File: src/rtl/logic_pipe_pkg.sv
// logic_pipe shared types.
// Operation encoding and the bitwise op helper.
package logic_pipe_pkg;

   // Widest operand the helper handles; callers zero-extend and truncate.
   localparam int MAX_W = 32;

   typedef enum logic [1:0] {
      OP_AND  = 2'd0,
      OP_OR   = 2'd1,
      OP_XOR  = 2'd2,
      OP_NAND = 2'd3
   } op_e;

   function automatic logic [MAX_W-1:0] apply_op(
      input op_e              op,
      input logic [MAX_W-1:0] a,
      input logic [MAX_W-1:0] b
   );
      logic [MAX_W-1:0] r;
      r = '0;
      unique case (op)
         OP_AND:  r = a & b;
         OP_OR:   r = a | b;
         OP_XOR:  r = a ^ b;
         OP_NAND: r = ~(a & b);
         default: r = '0;
      endcase
      return r;
   endfunction

endpackage

File: src/rtl/logic_pipe_stage.sv
// logic_pipe elastic register slice.
// Holds one beat until the downstream side takes it.
module pipe_stage
   import logic_pipe_pkg::*;
#(
   parameter int W = 3
) (
   input  logic         clk,
   input  logic         rst,
   input  logic         in_valid,
   input  logic [W-1:0] in_data,
   output logic         in_ready,
   output logic         out_valid,
   output logic [W-1:0] out_data,
   input  logic         out_ready
);

   // Empty, or the held beat leaves this cycle.
   assign in_ready = !out_valid || out_ready;

   // Load on ready; data moves only with a valid beat so idle inputs never leak.
   always_ff @(posedge clk or posedge rst) begin
      if (rst) begin
         out_valid <= 1'b0;
         out_data  <= '0;
      end else if (in_ready) begin
         out_valid <= in_valid;
         if (in_valid) begin
            out_data <= in_data;
         end
      end
   end

endmodule

File: src/rtl/logic_pipe.sv
// logic_pipe top: op mux, DEPTH elastic stages, occupancy counter.
// W must not exceed MAX_W from the package.
module logic_pipe
   import logic_pipe_pkg::*;
#(
   parameter  int W     = 3,
   parameter  int DEPTH = 2,
   localparam int CW    = $clog2(DEPTH + 1)
) (
   input  logic          clk,
   input  logic          rst,
   input  logic          in_valid,
   output logic          in_ready,
   input  logic [W-1:0]  a,
   input  logic [W-1:0]  b,
   input  logic [1:0]    op,
   output logic          out_valid,
   input  logic          out_ready,
   output logic [W-1:0]  y,
   output logic [CW-1:0] count
);

   logic [DEPTH-1:0]        sv;
   logic [DEPTH-1:0][W-1:0] sd;
   logic [W-1:0]            res;
   logic                    in_acc;
   logic                    out_acc;
   logic [CW-1:0]           occ;

   assign res = W'(apply_op(op_e'(op), MAX_W'(a), MAX_W'(b)));

   // Each stage owns its ready so the chain is a set of distinct nets.
   for (genvar i = 0; i < DEPTH; i++) begin : g_st
      logic         rdy;
      logic         nrdy;
      logic         iv;
      logic [W-1:0] id;

      if (i == 0) begin : g_head
         assign iv = in_valid;
         assign id = res;
      end else begin : g_body
         assign iv = sv[i-1];
         assign id = sd[i-1];
      end

      if (i == DEPTH - 1) begin : g_tail
         assign nrdy = out_ready;
      end else begin : g_link
         assign nrdy = g_st[i+1].rdy;
      end

      pipe_stage #(.W(W)) u_stage (
         .clk       (clk),
         .rst       (rst),
         .in_valid  (iv),
         .in_data   (id),
         .in_ready  (rdy),
         .out_valid (sv[i]),
         .out_data  (sd[i]),
         .out_ready (nrdy)
      );
   end

   assign in_ready  = g_st[0].rdy;
   assign out_valid = sv[DEPTH-1];
   assign y         = sd[DEPTH-1];

   assign in_acc  = in_valid && in_ready;
   assign out_acc = out_valid && out_ready;

   // Occupancy: +1 on accept only, -1 on drain only.
   always_ff @(posedge clk or posedge rst) begin
      if (rst) begin
         count <= '0;
      end else if (in_acc && !out_acc) begin
         count <= count + CW'(1);
      end else if (!in_acc && out_acc) begin
         count <= count - CW'(1);
      end
   end

   // Reference popcount of the stage valid bits.
   always_comb begin
      occ = '0;
      for (int i = 0; i < DEPTH; i++) begin
         occ = occ + CW'(sv[i]);
      end
   end

   a_count: assert property (@(posedge clk) disable iff (rst) count == occ);

endmodule

File: config.mk
export PLATFORM = sky130hd
export DESIGN_NAME = logic_pipe
export DESIGN_NICKNAME = d
export VERILOG_FILES = /design/src/rtl/logic_pipe_pkg.sv /design/src/rtl/logic_pipe_stage.sv /design/src/rtl/logic_pipe.sv
export SDC_FILE = /design/constraint.sdc
export NUM_CORES = 1
export LEC_CHECK = 0
export ABC_AREA = 0
export ABC_CLOCK_PERIOD_IN_PS = 3500
export BUFFER_PORTS_ARGS = -buffer_cell sky130_fd_sc_hd__buf_2
export CAP_MARGIN = 20
export CELL_PAD_IN_SITES_DETAIL_PLACEMENT = 0
export CELL_PAD_IN_SITES_GLOBAL_PLACEMENT = 2
export CORE_MARGIN = 2
export CORE_UTILIZATION = 31
export DETAILED_ROUTE_END_ITERATION = 10
export GPL_TIMING_DRIVEN = 0
export PLACE_DENSITY_LB_ADDON = 0.1
export SLEW_MARGIN = 10
export SYNTH_ARGS = -nofsm -noshare
export SYNTH_HDL_FRONTEND = slang
export SYNTH_SLANG_ARGS = --single-unit
File: constraint.sdc
create_clock -name clk -period 3.5 [get_ports clk]
set_clock_uncertainty 0.2 [all_clocks]
set_input_delay 0.525 -clock clk [delete_from_list [all_inputs] [get_ports clk]]
set_output_delay 0.525 -clock clk [all_outputs]
set_load 0.05 [all_outputs]
# Word level (Yosys, flattened, before mapping)
# Index checks and enable logic that the tools add are counted.
# totals
inputBits	12
word_cells	31
regBits	10
# op_classes
n_mux	3
n_bitwise	4
eq_ne	3
n_reduce_logical	14
add_sub_neg	2
# ops
op	n
$pmux 3 s4	1
$eq 2x2->1 const B	2
$logic_and 1x1->1	4
$logic_not 1->1	4
$mux 2	2
$reduce_and 2->1	2
$and 3x3->3	1
$not 3->3	1
$or 3x3->3	1
$xor 3x3->3	1
$add 2x1->2 const B	1
$eq 2x1->1 const B	1
$logic_not 2->1	1
$logic_or 1x1->1	2
$reduce_bool 2->1	1
$sub 2x1->2 const B	1

# Longest topological paths before layout
# Gate-level depths: netlist of the first run.
# depth
word_depth	8
ltp_mapped	6
depth_no_buf	6

# Cells and area by module
# From an unflattened synthesis of the first run, not the netlist that was laid out.
# unflattened
cells_unflattened	61
hier_area_um2	656.9
# modules_own_cells
mod	cells_each	area_per_inst_um2	instances	seq_area_each_um2
pipe_stage	11	181.4	2	100.1
logic_pipe	39	294.0	1	50.0

# Least setup slack after synthesis of the first run
# No wires, ideal clock.
# synth_timing
path_type	flip-flop to flip-flop
from	reg g_st[1].u_stage.out_valid
to	reg count[1]
required_ps	3218
stages_incl_launch_ff	7
synth_period_minus_slack_ps	2506
slack_ps	994
arrival_ps	2224
n_path_buf	0
path_cell_list	dfrtp_1 -> nand3b_1 -> and2_4 -> ha_1 -> xor2_1 -> nor2_1 -> xor2_1
# synth_via
elab_chain_cells	7
word_cells_on_any_way	11
# synth_rtl
item	line	text
start, declared	logic_pipe_stage.sv:13	output logic out_valid,
start signal, assigned	logic_pipe_stage.sv:27	out_valid <= in_valid;
$logic_not 1->1 (*)	logic_pipe_stage.sv:19	assign in_ready = !out_valid || out_ready;
$logic_or 1x1->1 (*) (2 in series)	logic_pipe_stage.sv:19	
via in_ready	logic_pipe.sv:13	output logic in_ready,
$logic_and 1x1->1 (*)	logic_pipe.sv:69	assign in_acc = in_valid && in_ready;
via in_acc	logic_pipe.sv:26	logic in_acc;
$logic_not 1->1	logic_pipe.sv:78	end else if (!in_acc && out_acc) begin
$logic_and 1x1->1	logic_pipe.sv:78	
$reduce_bool 2->1 (no line)	n/a	
end signal, assigned	logic_pipe.sv:77	count <= count + CW'(1);
end signal, assigned	logic_pipe.sv:79	count <= count - CW'(1);
end, declared	logic_pipe.sv:20	output logic [CW-1:0] count
# Mark *: on every way through the listed nets, which the timed path passes. The rest lies on a longest branch.
# A chain may end at the register's enable or synchronous reset.

# Worst setup path after layout of the first run
# layout_timing
from	reg g_st[1].u_stage.out_valid
to	out in_ready
# layout_via
elab_chain_cells	3
# layout_rtl
item	line
$logic_not 1->1	logic_pipe_stage.sv:19
$logic_or 1x1->1 (2 in series)	logic_pipe_stage.sv:19
end, declared	logic_pipe.sv:13
# Every way passes these cells.

==> flow_summary.ini, run 1 <==
[outcome]
outcome = completed

[global_route]
grt_pass1_vias = 403
grt_max_degree = 11
antenna_found_initial = 0
grt_first_pass_wirelength_um = 1566
grt.total_usage_pct = 10.30
overflow = 0

[layout]
regArea_um2 = 250.2
fillers = 207
layout.cells.non_filler = 104
design_area_um2 = 738.2
multi_input_area_um2 = 306.5
nets = 100
drive_gt1_share_pct = 29.11
num_antenna_cells = 0
syn2layout_area_growth_pct = 24.21

[route]
wl_per_cell_um = 9.394
drt-total-wl_um = 977
drcViolationCount = 0
ant_nets = 0
initialDrtViolationCount = 1
vias_per_cell = 4.442
routed-via-count = 462
drtPass1Iterations = 2

[critical_path]
worstSetupPathType = reg2out
worstReg2RegStart = g_st[1].u_stage.out_valid
cp.required_ns = 2.77
worstPathArrival_ns = 1.18
endpoint_kind = output pin
critPathLaunch = g_st[1].u_stage.out_valid
slowest_stage = dfrtp_1
start_kind = register
crit_chain = nand3b_1 > buf_2
slowest_delay_ns = 0.41
path_max_fanout = 6

[clock_network]
clockRootBuffer = clkbuf_4
clkSinkCount = 10
cts_max_level = 1
clkTransAtPathRegs_ns = 0.07
cts_setup_buffers = 0
cts_inserted_buffers = 3
cts_resized = 0
clkLatencyLatePin_ns = 0.26
clk_path_buf_depth = 2
cts_hold_buf = 0
cts_tree = built

[floorplanning]
core-area_um2 = 1764
num_rows = 15
pin_count = 19
start_util_pct = 33.69
die_h_um = 47.79
die_x_um = 47.79
die_area_um2 = 2283

[run]
maxCapViolCount = 0

[placed_design]
placed_area_um2 = 715.7
port_buffers = 18
gp_congestion = 0.6501
dp_hpwl_um = 804.6
dp.cells = 101

[timing]
worst_pin_slew_ns = 0.3882
final_hold_viol_count = 0
fin_crit_ns = 1.908
tns_ns = 0
fmax_ghz = 0.5242
max_slew_margin_pct = 74.09
finalSetupViolCount = 0
holdWs_ns = 0.03355
period_share_pct = 54.50
drv_slew = 0
rsz0062_at_grt = no

[synthesis]
synth_area_leaders = dfrtp_1 (42%), ha_1 (15%), mux2_1 (5.7%)
synth-edff-count = 0
syn_inst = 58
synth_area_leader_cell = dfrtp_1
ys_types = 19
yosysMostFrequentCell = dfrtp_1
yosysWarningCount = 0
syn-num-nets = 77
yosysTopAreaCellShare_pct = 42.11
synth_common_cells = dfrtp_1 (10), ha_1 (7), inv_1 (7)
synthFlopType = dfrtp_1
synth_area_um2 = 594.3
ys_seq_area_share_pct = 42.11
avgSynthCellArea_um2 = 10.25
synth-async-reset-ratio_pct = 100.0
synth_seq_cells = 10

[power_and_ir_drop]
power.leakage_uw = 0.0003768
p_total_uw = 414.2
powerDensity_nw_per_um2 = 561.1
vdd_ir_drop_max_uv = 238.2

[min_path]
hold_class = in2async
==> cell families (layout without fill, tap and decap cells) <==
group                    after synthesis  after routing  share of synthesized area [%]
adder cells (fa/ha/maj)                7              7                          14.74
buffers and inverters                  8             29                          6.316
flip-flops                            10             10                          42.11
AO/OA/AOI/OAI                         12             12                          13.47
AND/OR/NAND/NOR                       15             15                          13.26
XOR/XNOR                               3              3                          4.422
multiplexers                           3              3                          5.684
==> stage by stage <==
stage               setup slack, ns  utilization, %
CTS                           1.589           41.84
floorplan                    0.9939               -
finish                        1.592           41.84
global route                  1.532           41.84
global placement              1.469           40.57
detailed placement            1.477           40.57
==> registers in the layout (all words and copies together) (netlist names) <==
| signal | cells |
|---|---|
| g_st.u_stage.out_data | 6 |
| count | 2 |
| g_st.u_stage.out_valid | 2 |
==> area by class of cell <==
cell class	count	share of cell area (%)
repair buffers	18	12.20
clock buffers	3	3.051
flip-flops and latches	10	33.90
multi-input cells	40	41.53
inverters	7	3.559
well taps	25	4.237
plain buffers	1	1.525
==> cells in the final DEF (no fill, tap or decap), drive strengths merged, types with 2 or more instances in the layout <==
cell | Yosys | final
buf | 1 | 19
ha | 7 | 7
clkbuf | 0 | 3
nand2 | 4 | 4
nand2b | 3 | 3
nor2 | 4 | 4
xor2 | 2 | 2
a31oi | 3 | 3
a21oi | 3 | 3
o211ai | 2 | 2
dfrtp | 10 | 10
mux2 | 3 | 3
a211o | 3 | 3
inv | 7 | 7
==> final timing paths <==
| path | endpoint | slack [ns] | depth (start not counted) |
|---|---|---|---|
| worst max-delay path | in_ready | 1.59 | 2 |
| worst min-delay path | g_st[0].u_stage.out_valid | 0.03 | 2 |
| worst max register to register | count[1] | 1.79 | 6 |
| worst min register to register | count[1] | 0.27 | 1 |
| max in group asynchronous | g_st[0].u_stage.out_data[0] | 2.78 | 2 |
| min in group clk | count[1] | 0.27 | 1 |
==> power breakdown <==
group          switching [uW]  internal [uW]  total, uW
registers                17.9            145        163
clock network            35.6           39.5       75.0
logic                     123           52.9        176
==> routing by layer <==
| layer | vias to the layer above | GRT usage, % | wire [um] |
|---|---|---|---|
| li1 | 244 | - | - |
| met1 | 203 | 13.07 | 474 |
| met2 | 13 | 15.73 | 431 |
| met3 | 2 | 1.132 | 52 |
| met4 | 0 | 8.108 | 19 |
| met5 | - | 0 | 0 |
==> critical path: cells and delay by family, from the launching register on <==
kind / cells / cell delay (ns)
DFF: 1 / 0.41
buffers and inverters: 1 / 0.31
and+or+nand+nor: 1 / 0.21
Power figures use the tool's default switching activity.
==> run 2, diff against run 1 <==
--- a/config.mk
+++ b/config.mk
@@ -6,13 +6,13 @@
 export NUM_CORES = 1
 export LEC_CHECK = 0
 export ABC_AREA = 0
-export ABC_CLOCK_PERIOD_IN_PS = 3500
+export ABC_CLOCK_PERIOD_IN_PS = 1600
 export BUFFER_PORTS_ARGS = -buffer_cell sky130_fd_sc_hd__buf_2
 export CAP_MARGIN = 20
 export CELL_PAD_IN_SITES_DETAIL_PLACEMENT = 0
 export CELL_PAD_IN_SITES_GLOBAL_PLACEMENT = 2
 export CORE_MARGIN = 2
-export CORE_UTILIZATION = 31
+export CORE_UTILIZATION = 26
 export DETAILED_ROUTE_END_ITERATION = 10
 export GPL_TIMING_DRIVEN = 0
 export PLACE_DENSITY_LB_ADDON = 0.1
==> constraint.sdc (replaced) <==
create_clock -name clk -period 1.6 [get_ports clk]
set_clock_uncertainty 0.2 [all_clocks]
set_input_delay 0.24 -clock clk [delete_from_list [all_inputs] [get_ports clk]]
set_output_delay 0.24 -clock clk [all_outputs]
set_load 0.05 [all_outputs]
==> flow_summary.ini, run 2 (synthesis gave the netlist of run 1 again) <==
[timing]
fin_crit_ns = 1.578
rsz0062_at_grt = yes
worst_pin_slew_ns = 0.3996
fmax_ghz = 0.6338
max_slew_margin_pct = 73.33
final_hold_viol_count = 0
drv_slew = 0
timing.final.ws_setup_ns = 0.02228
period_share_pct = 98.61
finalSetupViolCount = 0

[run]
maxCapViolCount = 0

[global_route]
busiest_layer = met2
grt.total_usage_pct = 10.64
gr-usage-met3_pct = 0.8621
met1_usage_pct = 12.34
antenna_found_initial = 0
grt_first_pass_wirelength_um = 2014
grt.met2_usage_pct = 16.88
overflow = 0
grt_max_degree = 11
grt_pass1_vias = 456

[layout]
largest-register = g_st.u_stage.out_data
num_antenna_cells = 0
final_cell_mix = buf_2 (18), dfrtp_1 (9), inv_1 (7)
final_common_cell = buf_2
largest_reg_flops = 6
drive_gt1_share_pct = 34.12
nets = 105
reg_top3 = g_st.u_stage.out_data x6, count x2, g_st.u_stage.out_valid x2
fillers = 226
syn2layout_area_growth_pct = 34.53

[floorplanning]
die_area_um2 = 2684
die_h_um = 51.81
start_util_pct = 27.13
pin_count = 19
num_rows = 17
die_x_um = 51.81
core-area_um2 = 2191

[route]
vias_per_cell = 4.389
ant_nets = 0
drtPass1Iterations = 4
routed-via-count = 496
wl_per_cell_um = 10.47
drcViolationCount = 0
initialDrtViolationCount = 8
drt-total-wl_um = 1183

[critical_path]
worstPathArrival_ns = 1.14
rr_worst_depth = 6
path_max_fanout = 4
worstSetupPathType = reg2out
start_kind = register
cp.required_ns = 1.16
endpoint_kind = output pin

[min_path]
whs_path_depth = 2
hold_class = in2reg

[power_and_ir_drop]
vdd_ir_drop_max_uv = 492.4
powerDensity_nw_per_um2 = 1195
p_total_uw = 955.5
power.leakage_uw = 0.0004005

[clock_network]
clkSinkCount = 10
clk_path_buf_depth = 2
clkTransAtPathRegs_ns = 0.07
cts_inserted_buffers = 3
cts_resized = 0
cts_max_level = 1
clockRootBuffer = clkbuf_4
clkLatencyLatePin_ns = 0.27
cts_tree = built

[placed_design]
post-place-ws_ns = -0.08673
dp_hpwl_um = 880.7
port_buffers = 18
gp_congestion = 0.6511

[outcome]
outcome = completed
[run 2: cell count changes in the layout (fill, tap and decap cells not counted)]
cell           change
buf_4              +4
clkbuf_1           +1
dfrtp_1            -1
dfrtp_2            +1
dlygate4sd3_1      +1
ha_1               -1
ha_4               +1
[run 2: stage by stage]
| stage | hold WS [ns] | utilization [%] | TNS [ns] | instances | cell area, um^2 |
|---|---|---|---|---|---|
| 2_1_floorplan | -0.1199 | - | -1.783 | 58 | 608.1 |
| 3_3_place_gp | 0.04506 | 33.47 | -0.1011 | 104 | 733.2 |
| 3_5_place_dp | 0.04685 | 33.47 | -0.08673 | 104 | 733.2 |
| 4_1_cts | 0.02957 | 36.15 | 0 | 112 | 792.0 |
| 5_1_grt | 0.04514 | 36.49 | -0.1275 | 113 | 799.5 |
| 6_report | 0.04186 | 36.49 | 0 | 113 | 799.5 |
[run 2: area by class of cell]
type	count	area, um^2	area share, %
Sequential cell	10	251.5	31.46
Tap cell	28	35.03	4.382
Inverter	7	26.28	3.286
Multi-Input combinational cell	40	319.1	39.91
Clock buffer	4	26.28	3.286
Buffer	1	11.26	1.408
Timing Repair Buffer	23	130.1	16.28
[run 2: final timing paths]
kind,slack [ns],from,end
min in group asynchronous,0.29,rst,g_st[1].u_stage.out_data[1]
hold / removal,0.04,in_valid,g_st[0].u_stage.out_valid
setup reg to reg,0.03,g_st[1].u_stage.out_valid,count[1]
hold reg to reg,0.27,count[1],count[1]
setup / recovery,0.02,g_st[1].u_stage.out_valid,in_ready
max in group asynchronous,0.61,rst,g_st[1].u_stage.out_valid
[run 2: per-layer routing]
metal | up-vias | routed length (um)
li1 | 250 | -
met1 | 230 | 553
met2 | 14 | 553
met3 | 2 | 48
met4 | 0 | 27
met5 | - | 0
[run 2: power breakdown]
group / internal, uW / leakage, uW / total, uW / switching, uW
logic: 130 / 0.000275 / 408 / 278
clock network: 96.4 / 0.0000150 / 190 / 93.3
registers: 318 / 0.000110 / 357 / 39.5
total: 544 / 0.000400 / 955 / 411
[run 2: timing repair]
action,in CTS,in global routing
cloned,0,0
endpoints found under the hold margin,10,0
buffers inserted,3,1
hold buffers,1,0
setup endpoints to repair,2,2
pin swaps,3,3
[run 2: worst max-delay path: stages, from the launching register on]
cell and delay [ns]:
dfrtp_2 0.41, nand3b_1 0.17, buf_2 0.30
